[src/rtl/stark_fpu_wb_queue_pkg.sv]
// Shared types for the FPU write-back queue: register/ROB index widths, queue entry and drain states.
package stark_fpu_wb_queue_pkg;

  typedef logic [5:0]  rob_ndx_t;
  typedef logic [2:0]  checkpt_ndx_t;
  typedef logic [8:0]  pregno_t;
  typedef logic [5:0]  aregno_t;
  typedef logic [63:0] value_t;
  typedef logic [7:0]  cause_code_t;

  localparam cause_code_t FLT_NONE = 8'h00;

  typedef enum logic [1:0] {WB_IDLE, WB_T0, WB_T1} fpu_wb_state_t;

  typedef struct packed {
    rob_ndx_t     id;
    checkpt_ndx_t cp;
    pregno_t      Rt;
    pregno_t      Rt1;
    aregno_t      aRt;
    aregno_t      aRt1;
    logic         aRtz;
    logic         aRtz1;
    logic         qfext;
    value_t       res;
    value_t       res1;
    cause_code_t  exc;
    logic         v;
  } fpu_wbq_entry_t;

  // An entry whose targets are all r0 completes without touching the register file.
  function automatic logic needs_write(input fpu_wbq_entry_t e);
    return !e.aRtz || (e.qfext && !e.aRtz1);
  endfunction

endpackage

[src/rtl/stark_fpu_wb_queue_if.sv]
// Register-file write port and ROB completion bus driven by the FPU write-back queue.
interface stark_fpu_wb_queue_if;
  import stark_fpu_wb_queue_pkg::*;

  logic        wr_v;
  logic        wr_ack;
  pregno_t     wr_preg;
  aregno_t     wr_areg;
  value_t      wr_val;
  logic        done_v;
  rob_ndx_t    done_id;
  cause_code_t done_exc;

  modport master (
    output wr_v, wr_preg, wr_areg, wr_val, done_v, done_id, done_exc,
    input  wr_ack
  );

  modport slave (
    input  wr_v, wr_preg, wr_areg, wr_val, done_v, done_id, done_exc,
    output wr_ack
  );

endinterface

[src/rtl/stark_fpu_wbq_ram.sv]
// Queue storage: one write port, two async read ports, per-entry valid bits cleared by checkpoint flush.
module stark_fpu_wbq_ram
  import stark_fpu_wb_queue_pkg::*;
#(
  parameter int unsigned DEPTH = 4,
  parameter int unsigned PTRW  = $clog2(DEPTH)
) (
  input  logic            clk,
  input  logic            rst,
  input  logic            we,
  input  logic [PTRW-1:0] waddr,
  input  fpu_wbq_entry_t  wdata,
  input  logic            flush,
  input  checkpt_ndx_t    flush_cp,
  input  logic [PTRW-1:0] raddr0,
  output fpu_wbq_entry_t  rdata0,
  input  logic [PTRW-1:0] raddr1,
  output fpu_wbq_entry_t  rdata1
);

  fpu_wbq_entry_t   mem_q [DEPTH];
  logic [DEPTH-1:0] v_q, clr, set;

  for (genvar g = 0; g < DEPTH; g++) begin : g_clr
    assign clr[g] = flush && (mem_q[g].cp == flush_cp);
  end

  assign set = we ? (DEPTH'(1) << waddr) : '0;

  always_ff @(posedge clk) begin
    if (we) mem_q[waddr] <= wdata;
  end

  // The top never writes an entry whose checkpoint is being flushed, so set and clr are disjoint.
  always_ff @(posedge clk or posedge rst) begin
    if (rst) v_q <= '0;
    else     v_q <= (v_q & ~clr) | set;
  end

  always_comb begin
    rdata0   = mem_q[raddr0];
    rdata0.v = v_q[raddr0];
    rdata1   = mem_q[raddr1];
    rdata1.v = v_q[raddr1];
  end

endmodule

[src/rtl/stark_fpu_wb_queue.sv]
// FPU write-back queue: buffers completed FPU results and drains them onto one register write port,
// then pulses completion to the ROB.
module stark_fpu_wb_queue
  import stark_fpu_wb_queue_pkg::*;
#(
  parameter int unsigned DEPTH = 4,
  parameter int unsigned PTRW  = $clog2(DEPTH)
) (
  input  logic                 clk,
  input  logic                 rst,
  input  logic                 i_v,
  input  rob_ndx_t             i_id,
  input  checkpt_ndx_t         i_cp,
  input  pregno_t              i_Rt,
  input  pregno_t              i_Rt1,
  input  aregno_t              i_aRt,
  input  aregno_t              i_aRt1,
  input  logic                 i_aRtz,
  input  logic                 i_aRtz1,
  input  logic                 i_qfext,
  input  value_t               i_res,
  input  value_t               i_res1,
  input  cause_code_t          i_exc,
  output logic                 ready,
  stark_fpu_wb_queue_if.master wb,
  input  logic                 flush,
  input  checkpt_ndx_t         flush_cp,
  output logic [PTRW:0]        count
);

  localparam logic [PTRW:0] FULL = (PTRW + 1)'(DEPTH);
  localparam logic [PTRW:0] ONE  = (PTRW + 1)'(1);

  logic [PTRW-1:0] head_q, tail_q, head_nxt;
  logic [PTRW:0]   cnt_q, cnt_d;
  fpu_wb_state_t   state_q;
  logic            ready_q, wr_v_q, done_v_q;
  pregno_t         wr_preg_q;
  aregno_t         wr_areg_q;
  value_t          wr_val_q;
  rob_ndx_t        done_id_q;
  cause_code_t     done_exc_q;

  fpu_wbq_entry_t  enq_entry, h, n, ld_e;
  logic            enq, pop, h_live, n_live, ld_go;

  assign head_nxt = head_q + PTRW'(1);

  always_comb begin
    enq_entry = '{id: i_id, cp: i_cp, Rt: i_Rt, Rt1: i_Rt1, aRt: i_aRt, aRt1: i_aRt1,
                  aRtz: i_aRtz, aRtz1: i_aRtz1, qfext: i_qfext, res: i_res, res1: i_res1,
                  exc: i_exc, v: 1'b1};
  end

  stark_fpu_wbq_ram #(
    .DEPTH (DEPTH),
    .PTRW  (PTRW)
  ) u_ram (
    .clk      (clk),
    .rst      (rst),
    .we       (enq),
    .waddr    (tail_q),
    .wdata    (enq_entry),
    .flush    (flush),
    .flush_cp (flush_cp),
    .raddr0   (head_q),
    .rdata0   (h),
    .raddr1   (head_nxt),
    .rdata1   (n)
  );

  always_comb begin
    enq    = i_v && ready_q && !(flush && i_cp == flush_cp);
    h_live = h.v && !(flush && h.cp == flush_cp);
    n_live = n.v && !(flush && n.cp == flush_cp);

    // pop retires the head: r0-only or flushed entries in idle, or the final ack of a write.
    pop = 1'b0;
    unique case (state_q)
      WB_IDLE: pop = (cnt_q != '0) && (!h_live || !needs_write(h));
      WB_T0:   pop = !h_live || (wb.wr_ack && !(h.qfext && !h.aRtz1));
      WB_T1:   pop = !h_live || wb.wr_ack;
      default: pop = 1'b0;
    endcase

    // On a final ack the following entry is loaded at once to sustain one write per cycle.
    ld_go = 1'b0;
    ld_e  = h;
    if (state_q == WB_IDLE) begin
      ld_go = (cnt_q != '0) && h_live && needs_write(h);
    end else if (pop && h_live) begin
      ld_go = (cnt_q > ONE) && n_live && needs_write(n);
      ld_e  = n;
    end

    cnt_d = cnt_q;
    if (enq && !pop)      cnt_d = cnt_q + ONE;
    else if (!enq && pop) cnt_d = cnt_q - ONE;
  end

  always_ff @(posedge clk or posedge rst) begin
    if (rst) begin
      head_q     <= '0;
      tail_q     <= '0;
      cnt_q      <= '0;
      state_q    <= WB_IDLE;
      ready_q    <= 1'b1;
      wr_v_q     <= 1'b0;
      wr_preg_q  <= '0;
      wr_areg_q  <= '0;
      wr_val_q   <= '0;
      done_v_q   <= 1'b0;
      done_id_q  <= '0;
      done_exc_q <= FLT_NONE;
    end else begin
      cnt_q   <= cnt_d;
      ready_q <= cnt_d < FULL;
      if (enq) tail_q <= tail_q + PTRW'(1);
      if (pop) head_q <= head_nxt;

      done_v_q <= pop && h_live;
      if (pop && h_live) begin
        done_id_q  <= h.id;
        done_exc_q <= h.exc;
      end

      if (state_q != WB_IDLE && pop) begin
        wr_v_q  <= 1'b0;
        state_q <= WB_IDLE;
      end else if (state_q == WB_T0 && wb.wr_ack) begin
        state_q   <= WB_T1;
        wr_preg_q <= h.Rt1;
        wr_areg_q <= h.aRt1;
        wr_val_q  <= h.res1;
      end

      if (ld_go) begin
        wr_v_q <= 1'b1;
        if (!ld_e.aRtz) begin
          state_q   <= WB_T0;
          wr_preg_q <= ld_e.Rt;
          wr_areg_q <= ld_e.aRt;
          wr_val_q  <= ld_e.res;
        end else begin
          state_q   <= WB_T1;
          wr_preg_q <= ld_e.Rt1;
          wr_areg_q <= ld_e.aRt1;
          wr_val_q  <= ld_e.res1;
        end
      end
    end
  end

  assign ready       = ready_q;
  assign count       = cnt_q;
  assign wb.wr_v     = wr_v_q;
  assign wb.wr_preg  = wr_preg_q;
  assign wb.wr_areg  = wr_areg_q;
  assign wb.wr_val   = wr_val_q;
  assign wb.done_v   = done_v_q;
  assign wb.done_id  = done_id_q;
  assign wb.done_exc = done_exc_q;

  count_bound_a: assert property (@(posedge clk) disable iff (rst) cnt_q <= FULL);

endmodule

[src/flat_wrapper.sv]
// flat-port wrapper written by rule: the top's interface ports become plain ports
module stark_fpu_wb_queue_flat import stark_fpu_wb_queue_pkg::*;
#(
  parameter int unsigned DEPTH = 4,
  parameter int unsigned PTRW  = $clog2(DEPTH)
)
  (clk, rst, i_v, i_id, i_cp, i_Rt, i_Rt1, i_aRt, i_aRt1, i_aRtz, i_aRtz1, i_qfext, i_res, i_res1, i_exc, ready, flush, flush_cp, count, wb_wr_v, wb_wr_preg, wb_wr_areg, wb_wr_val, wb_done_v, wb_done_id, wb_done_exc, wb_wr_ack);
  stark_fpu_wb_queue_if wb_i ();
  input  logic clk;
  input  logic rst;
  input  logic i_v;
  input  rob_ndx_t i_id;
  input  checkpt_ndx_t i_cp;
  input  pregno_t i_Rt;
  input  pregno_t i_Rt1;
  input  aregno_t i_aRt;
  input  aregno_t i_aRt1;
  input  logic i_aRtz;
  input  logic i_aRtz1;
  input  logic i_qfext;
  input  value_t i_res;
  input  value_t i_res1;
  input  cause_code_t i_exc;
  output logic ready;
  input  logic flush;
  input  checkpt_ndx_t flush_cp;
  output logic [PTRW:0] count;
  output wire logic [$bits(wb_i.wr_v)-1:0] wb_wr_v;
  output wire logic [$bits(wb_i.wr_preg)-1:0] wb_wr_preg;
  output wire logic [$bits(wb_i.wr_areg)-1:0] wb_wr_areg;
  output wire logic [$bits(wb_i.wr_val)-1:0] wb_wr_val;
  output wire logic [$bits(wb_i.done_v)-1:0] wb_done_v;
  output wire logic [$bits(wb_i.done_id)-1:0] wb_done_id;
  output wire logic [$bits(wb_i.done_exc)-1:0] wb_done_exc;
  input wire logic [$bits(wb_i.wr_ack)-1:0] wb_wr_ack;
  assign wb_wr_v = wb_i.wr_v;
  assign wb_wr_preg = wb_i.wr_preg;
  assign wb_wr_areg = wb_i.wr_areg;
  assign wb_wr_val = wb_i.wr_val;
  assign wb_done_v = wb_i.done_v;
  assign wb_done_id = wb_i.done_id;
  assign wb_done_exc = wb_i.done_exc;
  assign wb_i.wr_ack = wb_wr_ack;
  stark_fpu_wb_queue #(.DEPTH(DEPTH), .PTRW(PTRW)) u_core (.clk(clk), .rst(rst), .i_v(i_v), .i_id(i_id), .i_cp(i_cp), .i_Rt(i_Rt), .i_Rt1(i_Rt1), .i_aRt(i_aRt), .i_aRt1(i_aRt1), .i_aRtz(i_aRtz), .i_aRtz1(i_aRtz1), .i_qfext(i_qfext), .i_res(i_res), .i_res1(i_res1), .i_exc(i_exc), .ready(ready), .wb(wb_i), .flush(flush), .flush_cp(flush_cp), .count(count));
endmodule
[config.mk]
export PLATFORM = sky130hd
export DESIGN_NAME = stark_fpu_wb_queue_flat
export DESIGN_NICKNAME = d
export VERILOG_FILES = /design/src/rtl/stark_fpu_wb_queue_pkg.sv /design/src/rtl/stark_fpu_wb_queue_if.sv /design/src/rtl/stark_fpu_wbq_ram.sv /design/src/rtl/stark_fpu_wb_queue.sv /design/src/flat_wrapper.sv
export SDC_FILE = /design/constraint.sdc
export NUM_CORES = 1
export LEC_CHECK = 0
export CAP_MARGIN = 20
export CORE_MARGIN = 8
export CORE_UTILIZATION = 45
export DETAILED_ROUTE_END_ITERATION = 12
export PLACE_DENSITY_LB_ADDON = 0.08
export SYNTH_ARGS = -nofsm -noshare
export SYNTH_HDL_FRONTEND = slang
export SYNTH_SLANG_ARGS = --single-unit
[constraint.sdc]
create_clock -name clk -period 6.9 [get_ports clk]
set_input_delay 1.38 -clock clk [delete_from_list [all_inputs] [get_ports clk]]
set_output_delay 1.38 -clock clk [all_outputs]
set_load 0.02 [all_outputs]
==> PnR_summary.wiki, run 1 <==
{| class="wikitable"
! Metric !! Value
|-
| Switching share of total power || around a third
|-
| Global routing met1 resource utilization || between 20% and 30%
|-
| Starting density of the core || 45.4%
|-
| Final cell utilization of the core || a little over half
|-
| Endpoint of the worst register-to-register path || u_core.wb.wr_val[32]$_DFFE_PP0P_
|-
| Post-detailed-route wirelength per cell || ~27 um
|-
| Number of port buffers || 284
|-
| Category of the critical setup timing path || register to register
|-
| Clock tree sinks || 821
|-
| Worst ir drop on vdd || between 0.2 and 0.3 mV
|-
| Worst-case clock skew || roughly 0.022 ns
|-
| Via count of the first global-routing pass || 23,596
|-
| Nature of the critical path startpoint || register
|-
| Post_cts resized || 0
|-
| Antenna violations before repair || 15
|-
| Global-route wire length before repair || between 100 and 150 mm
|-
| Reg2Reg Launch Point || u_core.head_q[1]$_DFFE_PP0N_
|-
| Clock-pin transition on the worst setup and hold timing paths || ~0.060 ns
|-
| Post-CTS setup buffers || 0
|-
| RSZ-0062 raised after global routing || no
|-
| CTS buffer count || 89
|-
| Post-Synthesis Cells || 2,179
|-
| Pin count of the biggest net entering global routing || 79
|-
| Number of top-level pins || 285
|-
| Post-detail-place hpwl || about 57 mm
|-
| Area growth from synthesis to final layout || 18.3%
|-
| Top FF cell, synth || sky130_fd_sc_hd__edfxtp_1
|-
| M3 GR Usage || between 4 and 5%
|-
| Vias || 21,924
|-
| Avg Vias per Cell || ~6.1
|-
| Clk Latency, worst-skew pair || 0.64 ns
|-
| Number of buffers added to fix hold violations after cts || 0
|-
| Routability cong. || 0.765
|-
| Number of iterations in the first detailed-routing pass || 5
|-
| Overall Global Routing Usage || 20.8%
|-
| DRC Markers || 0
|-
| Setup TNS after final layout || 0 ns
|-
| Endpoint type of the worst setup path || register
|-
| Crit share post-route || about 67%
|-
| Syn avg cell area || 17.4 um2
|-
| Post-Syn Area || 37,900 um2
|-
| Clock group share of total power || 23.5%
|-
| Setup-violating endpoint count in the final report || 0
|-
| P_sw || 0.00684 W
|-
| Multi-input gate area || 13,000 um2
|-
| Final global-route overflow total || 0
|-
| Internal power contribution || 0.0133 W
|-
| Kind of path behind the tightest hold check || register to register
|-
| Post-detailed-routing wire length || 98.8 mm
|-
| Post-layout net count || 2,632
|-
| Library cell used as clock root buffer || sky130_fd_sc_hd__clkbuf_16
|-
| Die width || ~310 um
|-
| GR Layer Usage met2 || 34.8%
|-
| Fill cell instance count of the final layout || 6,595
|-
| R2R cell count || 9
|-
| Overall die area || 93,700 um2
|-
| Max-slew violation total from the final report || 0
|-
| # Max-Cap Violations || 0
|-
| Synth warnings || 0
|-
| Top achievable clock speed || around 220 MHz
|-
| Footprint of the flip-flops and latches || between 20,000 and 25,000 um2
|-
| Fraction of layout cells with a size suffix above 1 || 25.3%
|-
| Post-synthesis cell type count || between 40 and 50
|-
| Worst hold slack || 0.501 ns
|-
| Register share of total power || a little over a third
|-
| Max Fanout on Critical Path || 57
|-
| Fraction of the yosys area taken by sequential cells || 63.7%
|-
| Combinational share of power || between 40% and 50%
|-
| Transition at the pin with the smallest max-transition slack || approximately 1.1 ns
|-
| Cell total after placement || 3,420
|-
| Worst rel slew slack || 25.7%
|-
| Arrival time worst endpoint || 5.18 ns
|-
| Slack of the worst reg-to-reg path || 2.29 ns
|-
| Row Count || 106
|-
| CTS tree || yes
|-
| Finished Layout Cells || ~3,600
|-
| Run status || complete, no violations
|-
| Fraction of registers with async set/reset || 13.3%
|-
| Worst hold path depth || 1
|-
| Final Hold Vio Count || 0
|-
| Cell Pwr Density || ~450 nW/um2
|-
| Depth of the CTS H-tree || 3
|-
| Final min period || 4.61 ns
|-
| Data required time at the worst endpoint || 7.47 ns
|-
| Leak Pwr || 14.5 nW
|-
| Start point of the worst hold path || u_core.u_ram.v_q[2]$_DFF_PP0_
|-
| DIE HEIGHT || slightly above 300 um
|-
| Area of the placeable core || 83,400 um2
|-
| Endpoint of the worst hold path || u_core.u_ram.v_q[2]$_DFF_PP0_
|-
| Buffer depth of the longest clock path || 3
|-
| 1st-iter DRT viols || 1,645
|-
| EDFF count, synth || roughly 710
|-
| Mapped Nets || 2,379
|-
| Layer with the highest usage || met2
|-
| Flops & latches, synth || 821
|-
| Number of antenna-violating nets in the routed design || 0
|}
[state kept, by name, summed over array words and instances (netlist names)]
signal,cells
u_core.wb.wr_v,1
u_core.wb.done_exc,8
u_core.wb.wr_val,64
u_core.tail_q,2
u_core.wb.done_id,6
u_core.ready,1
u_core.count,3
u_core.wb.wr_preg,9
u_core.state_q,2
u_core.u_ram.mem_q,712
u_core.wb.done_v,1
u_core.u_ram.v_q,4
u_core.wb.wr_areg,6
u_core.head_q,2
[metal layers]
| metal | part of all wire, % | wire, um |
|---|---|---|
| met1 | 41 | 41000 |
| met5 | 0.067 | 66 |
| met3 | 6.1 | 6060 |
| met4 | 2.2 | 2210 |
| met2 | 50 | 49500 |
[power groups by stage]
stage	clock network, W	logic [W]	registers (W)
floorplan	0	0.00576	0.00725
global placement	0	0.00829	0.00712
detailed placement	0	0.00841	0.00718
CTS	0.00484	0.00844	0.00708
global route	0.00502	0.00899	0.00717
finish	0.00474	0.00832	0.00707
[worst max-delay path by stage]
| stage | startpoint | end | slack (ns) | cells past startpoint |
|---|---|---|---|---|
| floorplan | flush_cp[1] | u_core.u_ram.mem_q[0][0]$_DFFE_PP_ | 1.85 | 4 |
| global placement | flush_cp[1] | u_core.u_ram.mem_q[3][126]$_DFFE_PP_ | 2.03 | 5 |
| detailed placement | flush_cp[2] | u_core.wb.wr_val[32]$_DFFE_PP0P_ | 1.98 | 8 |
| CTS | u_core.head_q[1]$_DFFE_PP0N_ | u_core.wb.wr_val[45]$_DFFE_PP0P_ | 2.23 | 9 |
| global route | u_core.head_q[0]$_DFFE_PP0N_ | u_core.wb.wr_val[35]$_DFFE_PP0P_ | 2.05 | 8 |
| finish | u_core.head_q[1]$_DFFE_PP0N_ | u_core.wb.wr_val[32]$_DFFE_PP0P_ | 2.29 | 9 |
[cell families after synthesis]
family | after synthesis | synth area share, %
muxes | 434 | 23.1
DFF | 821 | 63.7
AOI/OAI and AO/OA | 342 | 6.29
xor gates and xnor gates | 25 | 0.578
adders and majority gates | 14 | 0.463
and+or+nand+nor | 363 | 3.84
buffers and inverters | 180 | 2.10
[critical path: stages, from the launching register on]
cell                      delay, ns
sky130_fd_sc_hd__dfrtp_4       0.86
sky130_fd_sc_hd__buf_4         0.75
sky130_fd_sc_hd__mux4_2        0.62
sky130_fd_sc_hd__xnor2_1       0.15
sky130_fd_sc_hd__nand4_1       0.13
sky130_fd_sc_hd__and4_4        0.74
sky130_fd_sc_hd__nor2_4        0.19
sky130_fd_sc_hd__nand2_4       0.10
sky130_fd_sc_hd__buf_4         0.58
sky130_fd_sc_hd__o32a_1        0.29
[placed cells by master (no fill, tap or decap), types with 2 or more instances in the layout]
| cell | n |
|---|---|
| sky130_fd_sc_hd__a21boi_0 | 2 |
| sky130_fd_sc_hd__nand3_1 | 2 |
| sky130_fd_sc_hd__and2_4 | 5 |
| sky130_fd_sc_hd__dfrtp_4 | 2 |
| sky130_fd_sc_hd__mux2_2 | 93 |
| sky130_fd_sc_hd__nand2b_1 | 4 |
| sky130_fd_sc_hd__clkinv_8 | 2 |
| sky130_fd_sc_hd__clkinv_1 | 3 |
| sky130_fd_sc_hd__clkinvlp_4 | 4 |
| sky130_fd_sc_hd__clkbuf_8 | 11 |
| sky130_fd_sc_hd__nor3b_1 | 2 |
| sky130_fd_sc_hd__nor2_1 | 3 |
| sky130_fd_sc_hd__ha_1 | 14 |
| sky130_fd_sc_hd__o21a_1 | 79 |
| sky130_fd_sc_hd__mux4_2 | 341 |
| sky130_fd_sc_hd__clkinv_2 | 18 |
| sky130_fd_sc_hd__nand2_4 | 2 |
| sky130_fd_sc_hd__xor2_1 | 4 |
| sky130_fd_sc_hd__nand2_1 | 328 |
| sky130_fd_sc_hd__o32a_1 | 79 |
| sky130_fd_sc_hd__dfrtp_1 | 106 |
| sky130_fd_sc_hd__xnor2_1 | 21 |
| sky130_fd_sc_hd__clkbuf_16 | 91 |
| sky130_fd_sc_hd__inv_6 | 3 |
| sky130_fd_sc_hd__clkbuf_1 | 30 |
| sky130_fd_sc_hd__buf_12 | 10 |
| sky130_fd_sc_hd__bufinv_16 | 6 |
| sky130_fd_sc_hd__nor2_4 | 2 |
| sky130_fd_sc_hd__nor4bb_1 | 2 |
| sky130_fd_sc_hd__inv_1 | 13 |
| sky130_fd_sc_hd__o211ai_4 | 2 |
| sky130_fd_sc_hd__a21oi_1 | 162 |
| sky130_fd_sc_hd__diode_2 | 8 |
| sky130_fd_sc_hd__buf_4 | 32 |
| sky130_fd_sc_hd__nand4_1 | 6 |
| sky130_fd_sc_hd__o21ai_0 | 4 |
| sky130_fd_sc_hd__clkdlybuf4s50_1 | 284 |
| sky130_fd_sc_hd__a21o_1 | 4 |
| sky130_fd_sc_hd__edfxtp_1 | 712 |
[cells in the mapped netlist, types with 2 or more instances]
cell	count	area (um2)
sky130_fd_sc_hd__a21boi_0	2	15.0
sky130_fd_sc_hd__a21o_1	4	30.0
sky130_fd_sc_hd__a21oi_1	162	811
sky130_fd_sc_hd__and2_1	5	31.3
sky130_fd_sc_hd__buf_1	19	71.3
sky130_fd_sc_hd__buf_2	31	155
sky130_fd_sc_hd__buf_4	3	22.5
sky130_fd_sc_hd__buf_6	9	101
sky130_fd_sc_hd__clkbuf_1	103	387
sky130_fd_sc_hd__dfrtp_1	108	2700
sky130_fd_sc_hd__edfxtp_1	712	21400
sky130_fd_sc_hd__ha_1	14	175
sky130_fd_sc_hd__inv_1	14	52.6
sky130_fd_sc_hd__mux2_2	93	1050
sky130_fd_sc_hd__mux4_2	341	7680
sky130_fd_sc_hd__nand2_1	330	1240
sky130_fd_sc_hd__nand2b_1	4	25.0
sky130_fd_sc_hd__nand3_1	3	15.0
sky130_fd_sc_hd__nand4_1	6	37.5
sky130_fd_sc_hd__nor2_1	4	15.0
sky130_fd_sc_hd__nor3b_1	2	15.0
sky130_fd_sc_hd__nor4bb_1	2	20.0
sky130_fd_sc_hd__o21a_1	79	593
sky130_fd_sc_hd__o21ai_0	4	20.0
sky130_fd_sc_hd__o32a_1	79	791
sky130_fd_sc_hd__xnor2_1	21	184
sky130_fd_sc_hd__xor2_1	4	35.0
[through the flow]
step	power (W)	area, um2	setup slack, ns
CTS	0.0204	44800	2.23
finish	0.0201	44800	2.29
global route	0.0212	44800	2.05
detailed placement	0.0156	41800	1.98
global placement	0.0154	41800	2.03
floorplan	0.0130	37900	1.85
[final cells by class]
type	count	share of cell area, %
Antenna cell	8	0.0447
Clock buffer	132	5.67
Clock inverter	36	0.852
Inverter	15	0.137
Multi-Input combinational cell	1178	29.1
Sequential cell	821	53.8
Tap cell	1080	3.02
Timing Repair Buffer	327	7.39
Note: power is estimated with default switching activity, not from simulation.
==> run 2: changes to the inputs <==
==> constraint.sdc (replaced) <==
create_clock -name clk -period 4.5 [get_ports clk]
set_input_delay 0.9 -clock clk [delete_from_list [all_inputs] [get_ports clk]]
set_output_delay 0.9 -clock clk [all_outputs]
set_load 0.02 [all_outputs]
==> PnR_summary.wiki, run 2 (synthesis results as in run 1) <==
{| class="wikitable"
! Metric !! Value
|-
| Number of buffers added to fix hold violations after cts || 0
|-
| Worst setup slack before clock tree synthesis || 0.473 ns
|-
| Nature of the critical path startpoint || register
|-
| Post-detail-place hpwl || 58.0 mm
|-
| Total number of cells along the worst setup path || 8
|-
| Setup-violating endpoint count in the final report || 0
|-
| Crit path buffers/inverters || 2
|-
| Largest register by flop count || u_core.u_ram.mem_q
|-
| Global-route wire length before repair || 148 mm
|-
| Crit share post-route || 83.2%
|-
| Max Fanout on Critical Path || 40
|-
| Number of iterations in the first detailed-routing pass || 7
|-
| Vias || 21,731
|-
| List of cells traversed by the critical path || buf_4 > mux4_2 > nand2_1 > and3_4 > buf_4 > nand2_1 > a21oi_1 > o32a_1
|-
| Starting density of the core || 45.4%
|-
| Family of cells with the greatest summed delay on the critical path || buffers and inverters
|-
| Arrival time worst endpoint || 4.32 ns
|-
| CTS buffer count || a little under 90
|-
| Fraction of layout cells with a size suffix above 1 || 25.3%
|-
| Finished Layout Cells || roughly 3,600
|-
| CTS tree || yes
|-
| Via count of the first global-routing pass || about 23,000
|-
| Die width || 306 um
|-
| Transition at the pin with the smallest max-transition slack || 0.990 ns
|-
| Post-detailed-routing wire length || 98.9 mm
|-
| Clock-pin transition on the worst setup and hold timing paths || 0.06 ns
|-
| Max-slew violation total from the final report || 0
|-
| Worst hold path depth || 1
|-
| Depth of the CTS H-tree || 3
|-
| Most frequent standard cell in the layout excluding fill and tap cells || sky130_fd_sc_hd__edfxtp_1
|-
| Leak Pwr || between 10 and 15 nW
|-
| Endpoint type of the worst setup path || register
|-
| Leading cell types in the layout, fill and taps excluded || sky130_fd_sc_hd__edfxtp_1 (712), sky130_fd_sc_hd__mux4_2 (341), sky130_fd_sc_hd__nand2_1 (328)
|-
| Number of flip-flops in the largest register || 712
|-
| Top achievable clock speed || 267 MHz
|-
| Avg Vias per Cell || 6.02
|-
| RSZ-0062 raised after global routing || no
|-
| Area of the placeable core || 83,400 um2
|-
| Cell Pwr Density || ~690 nW/um2
|-
| Area growth from synthesis to final layout || 18.8%
|-
| Run status || complete, no violations
|-
| DIE HEIGHT || 306 um
|-
| Library cell used as clock root buffer || sky130_fd_sc_hd__clkbuf_16
|-
| Final critical-path setup slack || 0.754 ns
|-
| Max incr delay on CP || 0.70 ns
|-
| Data required time at the worst endpoint || 5.07 ns
|-
| 1st-iter DRT viols || approximately 1,500
|-
| Overall Global Routing Usage || 20.8%
|-
| Cell total after placement || 3,435
|-
| Number of antenna-violating nets in the routed design || 0
|-
| Pin count of the biggest net entering global routing || 155
|-
| Buffer depth of the longest clock path || 3
|-
| Worst-case clock skew || 0.0180 ns
|-
| Post-detailed-route wirelength per cell || between 20 and 30 um
|-
| Final min period || 3.75 ns
|-
| Routability cong. || 0.721
|-
| Final Hold Vio Count || 0
|-
| Antenna violations before repair || 16
|-
| Kind of path behind the tightest hold check || register to register
|-
| Overall die area || roughly 94,000 um2
|-
| Clock tree sinks || 821
|-
| Final global-route overflow total || 0
|-
| Clk Latency, worst-skew pair || 0.65 ns
|-
| CP max stage cell || sky130_fd_sc_hd__dfrtp_4
|-
| Row Count || 106
|-
| Worst rel slew slack || 34.0%
|-
| Number of top-level pins || 285
|-
| Post_cts resized || 0
|-
| DRC Markers || 0
|-
| Worst ir drop on vdd || 0.565 mV
|-
| Post-CTS setup buffers || 0
|-
| Number of port buffers || 284
|-
| R2R cell count || 8
|-
| Post-layout net count || 2,645
|-
| Category of the critical setup timing path || register to register
|-
| # Max-Cap Violations || 0
|}
==> run 2: routing by layer <==
metal	wire [um]	share of wire, %	global-route usage (%)	vias up
met1	41800	42	27.6	11558
met5	66	0.067	0	-
met4	1880	1.9	5.22	10
met2	49400	50	35.5	594
li1	-	-	-	9439
met3	5630	5.7	3.94	130
==> run 2: final timing paths <==
path	startpoint	endpoint	slack, ns
max	u_core.head_q[0]$_DFFE_PP0N_	u_core.wb.wr_areg[5]$_DFFE_PP0P_	0.75
min	u_core.wb.done_exc[7]$_DFFE_PP0N_	u_core.wb.done_exc[7]$_DFFE_PP0N_	0.50
max reg2reg	u_core.head_q[0]$_DFFE_PP0N_	u_core.wb.wr_areg[5]$_DFFE_PP0P_	0.75
min reg2reg	u_core.wb.done_exc[7]$_DFFE_PP0N_	u_core.wb.done_exc[7]$_DFFE_PP0N_	0.50
max in group asynchronous	rst	u_core.wb.wr_val[54]$_DFFE_PP0P_	2.91
min in group asynchronous	rst	u_core.count[2]$_DFF_PP0_	0.77
==> run 2: where the power goes <==
| part | internal, W | switching, W | leakage (nW) | total [W] |
|---|---|---|---|---|
| logic | 0.00637 | 0.00666 | 5.45 | 0.0130 |
| clock network | 0.00407 | 0.00301 | 1.37 | 0.00708 |
| registers | 0.00987 | 0.000897 | 7.74 | 0.0108 |
| total | 0.0203 | 0.0106 | 14.6 | 0.0309 |
==> run 2: worst register-to-register path: stages (launching register included) <==
cell and delay (ns):
sky130_fd_sc_hd__dfrtp_4 0.70, sky130_fd_sc_hd__buf_4 0.60, sky130_fd_sc_hd__mux4_2 0.63, sky130_fd_sc_hd__nand2_1 0.13, sky130_fd_sc_hd__and3_4 0.42, sky130_fd_sc_hd__buf_4 0.65, sky130_fd_sc_hd__nand2_1 0.15, sky130_fd_sc_hd__a21oi_1 0.23
sky130_fd_sc_hd__o32a_1 0.18
==> run 2: layout make-up <==
class                           instances  area, um2
Antenna cell                            9       22.5
Clock buffer                          120       2360
Clock inverter                         46        470
Fill cell                            6522      38500
Inverter                               15       61.3
Multi-Input combinational cell       1178      13000
Sequential cell                       821      24100
Tap cell                             1080       1350
Timing Repair Buffer                  341       3560
==> run 2: through the flow <==
step	total power, W	utilization [%]	area [um2]	hold slack, ns	setup TNS, ns
after CTS	0.0313	53.9	44900	0.509	0
after detailed placement	0.0241	50.5	42100	0.494	0
after global placement	0.0239	50.5	42100	0.482	0
final	0.0309	53.9	45000	0.504	0
after global routing	0.0325	53.9	44900	0.519	0
after floorplan	0.0199	-	37900	0.461	-51.34
==> run 3: changes to the inputs <==
==> constraint.sdc (replaced) <==
create_clock -name clk -period 3.8 [get_ports clk]
set_input_delay 0.76 -clock clk [delete_from_list [all_inputs] [get_ports clk]]
set_output_delay 0.76 -clock clk [all_outputs]
set_load 0.02 [all_outputs]
==> PnR_summary.wiki, run 3 (synthesis results as in run 1) <==
{| class="wikitable"
! Metric !! Value
|-
| Fraction of layout cells with a size suffix above 1 || between 20 and 30%
|-
| Post-layout net count || 2,655
|-
| Endpoint type of the worst setup path || register
|-
| Global-route wire length before repair || roughly 150 mm
|-
| DIE HEIGHT || 306 um
|-
| Post_cts resized || 0
|-
| Number of iterations in the first detailed-routing pass || 5
|-
| Number of port buffers || ~280
|-
| P_sw || between 0.01 and 0.015 W
|-
| Max Fanout on Critical Path || 20
|-
| Library cell used as clock root buffer || sky130_fd_sc_hd__clkbuf_16
|-
| 1st-iter DRT viols || 1,552
|-
| Clock group share of total power || 23.2%
|-
| Avg Vias per Cell || 6.04
|-
| Run status || complete, no violations
|-
| Final global-route overflow total || 0
|-
| Clk Latency, worst-skew pair || about 0.65 ns
|-
| Top achievable clock speed || 288 MHz
|-
| Combinational share of power || a little over two fifths
|-
| Worst rel slew slack || 24.8%
|-
| CTS tree || yes
|-
| Starting density of the core || about 45%
|-
| Multi-input gate area || 13,000 um2
|-
| Clock-pin transition on the worst setup and hold timing paths || 0.06 ns
|-
| Crit share post-route || between 90% and 100%
|-
| Number of flip-flops in the largest register || ~700
|-
| Leak Pwr || 14.7 nW
|-
| Pin count of the biggest net entering global routing || roughly 100
|-
| Overall die area || between 90,000 and 100,000 um2
|-
| Largest register by flop count || u_core.u_ram.mem_q
|-
| Clock tree sinks || between 800 and 900
|-
| Depth of the CTS H-tree || 3
|-
| Category of the critical setup timing path || register to register
|-
| Cell Pwr Density || around 810 nW/um2
|-
| Final min period || 3.47 ns
|-
| Fill cell instance count of the final layout || 6,584
|-
| Overall Global Routing Usage || 21.0%
|-
| Finished Layout Cells || 3,622
|-
| Worst-case clock skew || between 0.03 and 0.04 ns
|-
| Die width || between 300 and 400 um
|-
| Start point of the worst hold path || u_core.wb.wr_val[49]$_DFFE_PP0P_
|-
| Final Hold Vio Count || 0
|-
| Worst setup slack before clock tree synthesis || 0.223 ns
|-
| Internal power contribution || 0.0242 W
|-
| Vias || 21,875
|-
| Buffer depth of the longest clock path || 3
|-
| Setup-violating endpoint count in the final report || 0
|-
| DRC Markers || 0
|-
| RSZ-0062 raised after global routing || no
|-
| Antenna violations before repair || 16
|-
| Kind of path behind the tightest hold check || register to register
|-
| Max-slew violation total from the final report || 0
|-
| Worst ir drop on vdd || between 0.8 and 0.9 mV
|-
| Data required time at the worst endpoint || 4.31 ns
|-
| Number of buffers added to fix hold violations after cts || 0
|-
| Post-detail-place hpwl || between 50 and 60 mm
|-
| Transition at the pin with the smallest max-transition slack || 1.13 ns
|-
| Register share of total power || 34.4%
|-
| Arrival time worst endpoint || 3.98 ns
|-
| Nature of the critical path startpoint || register
|-
| Area growth from synthesis to final layout || 19.3%
|-
| Footprint of the flip-flops and latches || 24,100 um2
|-
| Leading cell types in the layout, fill and taps excluded || sky130_fd_sc_hd__edfxtp_1 (712), sky130_fd_sc_hd__mux4_2 (341), sky130_fd_sc_hd__nand2_1 (328)
|-
| CTS buffer count || roughly 90
|-
| Critical path origin || u_core.head_q[0]$_DFFE_PP0N_
|-
| Number of antenna-violating nets in the routed design || 0
|-
| Number of top-level pins || 285
|-
| Final critical-path setup slack || 0.326 ns
|-
| Post-detailed-routing wire length || 99.5 mm
|-
| Switching share of total power || 34.1%
|-
| Area of the placeable core || 83,400 um2
|-
| Placed Instance Area || 42,200 um2
|-
| Row Count || 106
|-
| Post-route total power || 0.0368 W
|-
| Routability cong. || 0.742
|-
| Most frequent standard cell in the layout excluding fill and tap cells || sky130_fd_sc_hd__edfxtp_1
|-
| Cell total after placement || 3,442
|-
| Post-detailed-route wirelength per cell || around 27 um
|-
| Via count of the first global-routing pass || 23,799
|-
| # Max-Cap Violations || 0
|-
| Reg2Reg Launch Point || u_core.head_q[0]$_DFFE_PP0N_
|-
| Finished layout cell area || 45,200 um2
|-
| Post-CTS setup buffers || 0
|}
## run 3: cell count changes in the layout (fill, tap and decap cells not counted), sizes merged
cell    change
buf         +7
clkbuf      +7
bufinv      -1
clkinv      -1
diode       +1
inv         -1
## run 3: final timing paths
| kind | to | slack, ns | depth (start not counted) |
|---|---|---|---|
| worst max-delay path | u_core.wb.wr_preg[1]$_DFFE_PP0P_ | 0.33 | 8 |
| worst max register to register | u_core.wb.wr_preg[1]$_DFFE_PP0P_ | 0.33 | 8 |
| min in group asynchronous | u_core.wb.wr_val[12]$_DFFE_PP0P_ | 0.67 | 2 |
| worst min-delay path | u_core.wb.wr_val[49]$_DFFE_PP0P_ | 0.49 | 1 |
| worst min register to register | u_core.wb.wr_val[49]$_DFFE_PP0P_ | 0.49 | 1 |
| max in group asynchronous | u_core.wb.wr_preg[1]$_DFFE_PP0P_ | 2.43 | 3 |
## run 3: per-layer routing
layer	part of all wire, %	vias up	wire (um)	track usage [%]
li1	-	9451	-	-
met1	41	11630	40700	27.3
met2	51	636	50500	36.0
met3	6.2	148	6130	4.22
met4	2.2	10	2170	6.12
met5	0.069	-	69	0
## run 3: power by group through the flow
stage	logic [W]	registers (W)	clock network, W
after detailed placement	0.0158	0.0128	0
after global placement	0.0156	0.0127	0
after global routing	0.0168	0.0128	0.00908
after CTS	0.0159	0.0127	0.00875
final	0.0156	0.0127	0.00853
after floorplan	0.0105	0.0132	0
## run 3: critical path: stages, from the launching register on
cell	delay, ns
sky130_fd_sc_hd__dfrtp_4	0.59
sky130_fd_sc_hd__mux4_2	0.55
sky130_fd_sc_hd__xor2_1	0.18
sky130_fd_sc_hd__o41a_1	0.56
sky130_fd_sc_hd__nand3_1	0.22
sky130_fd_sc_hd__and2_4	0.47
sky130_fd_sc_hd__buf_4	0.35
sky130_fd_sc_hd__a21oi_1	0.07
sky130_fd_sc_hd__o32a_1	0.34
## run 3: cell type report
| class | instances | area share, % |
|---|---|---|
| Sequential cell | 821 | 53.4 |
| Multi-Input combinational cell | 1178 | 28.8 |
| Timing Repair Buffer | 348 | 8.13 |
| Clock buffer | 127 | 5.54 |
| Tap cell | 1080 | 2.99 |
| Clock inverter | 43 | 0.928 |
| Inverter | 15 | 0.136 |
| Antenna cell | 10 | 0.0554 |
## run 3: through the flow
stage / TNS (ns) / hold slack [ns] / util [%]
finish: 0 / 0.494 / 54.1
global route: 0 / 0.515 / 54.1
CTS: 0 / 0.500 / 54.1
detailed placement: 0 / 0.488 / 50.6
global placement: 0 / 0.480 / 50.6
floorplan: -451.53 / 0.461 / -
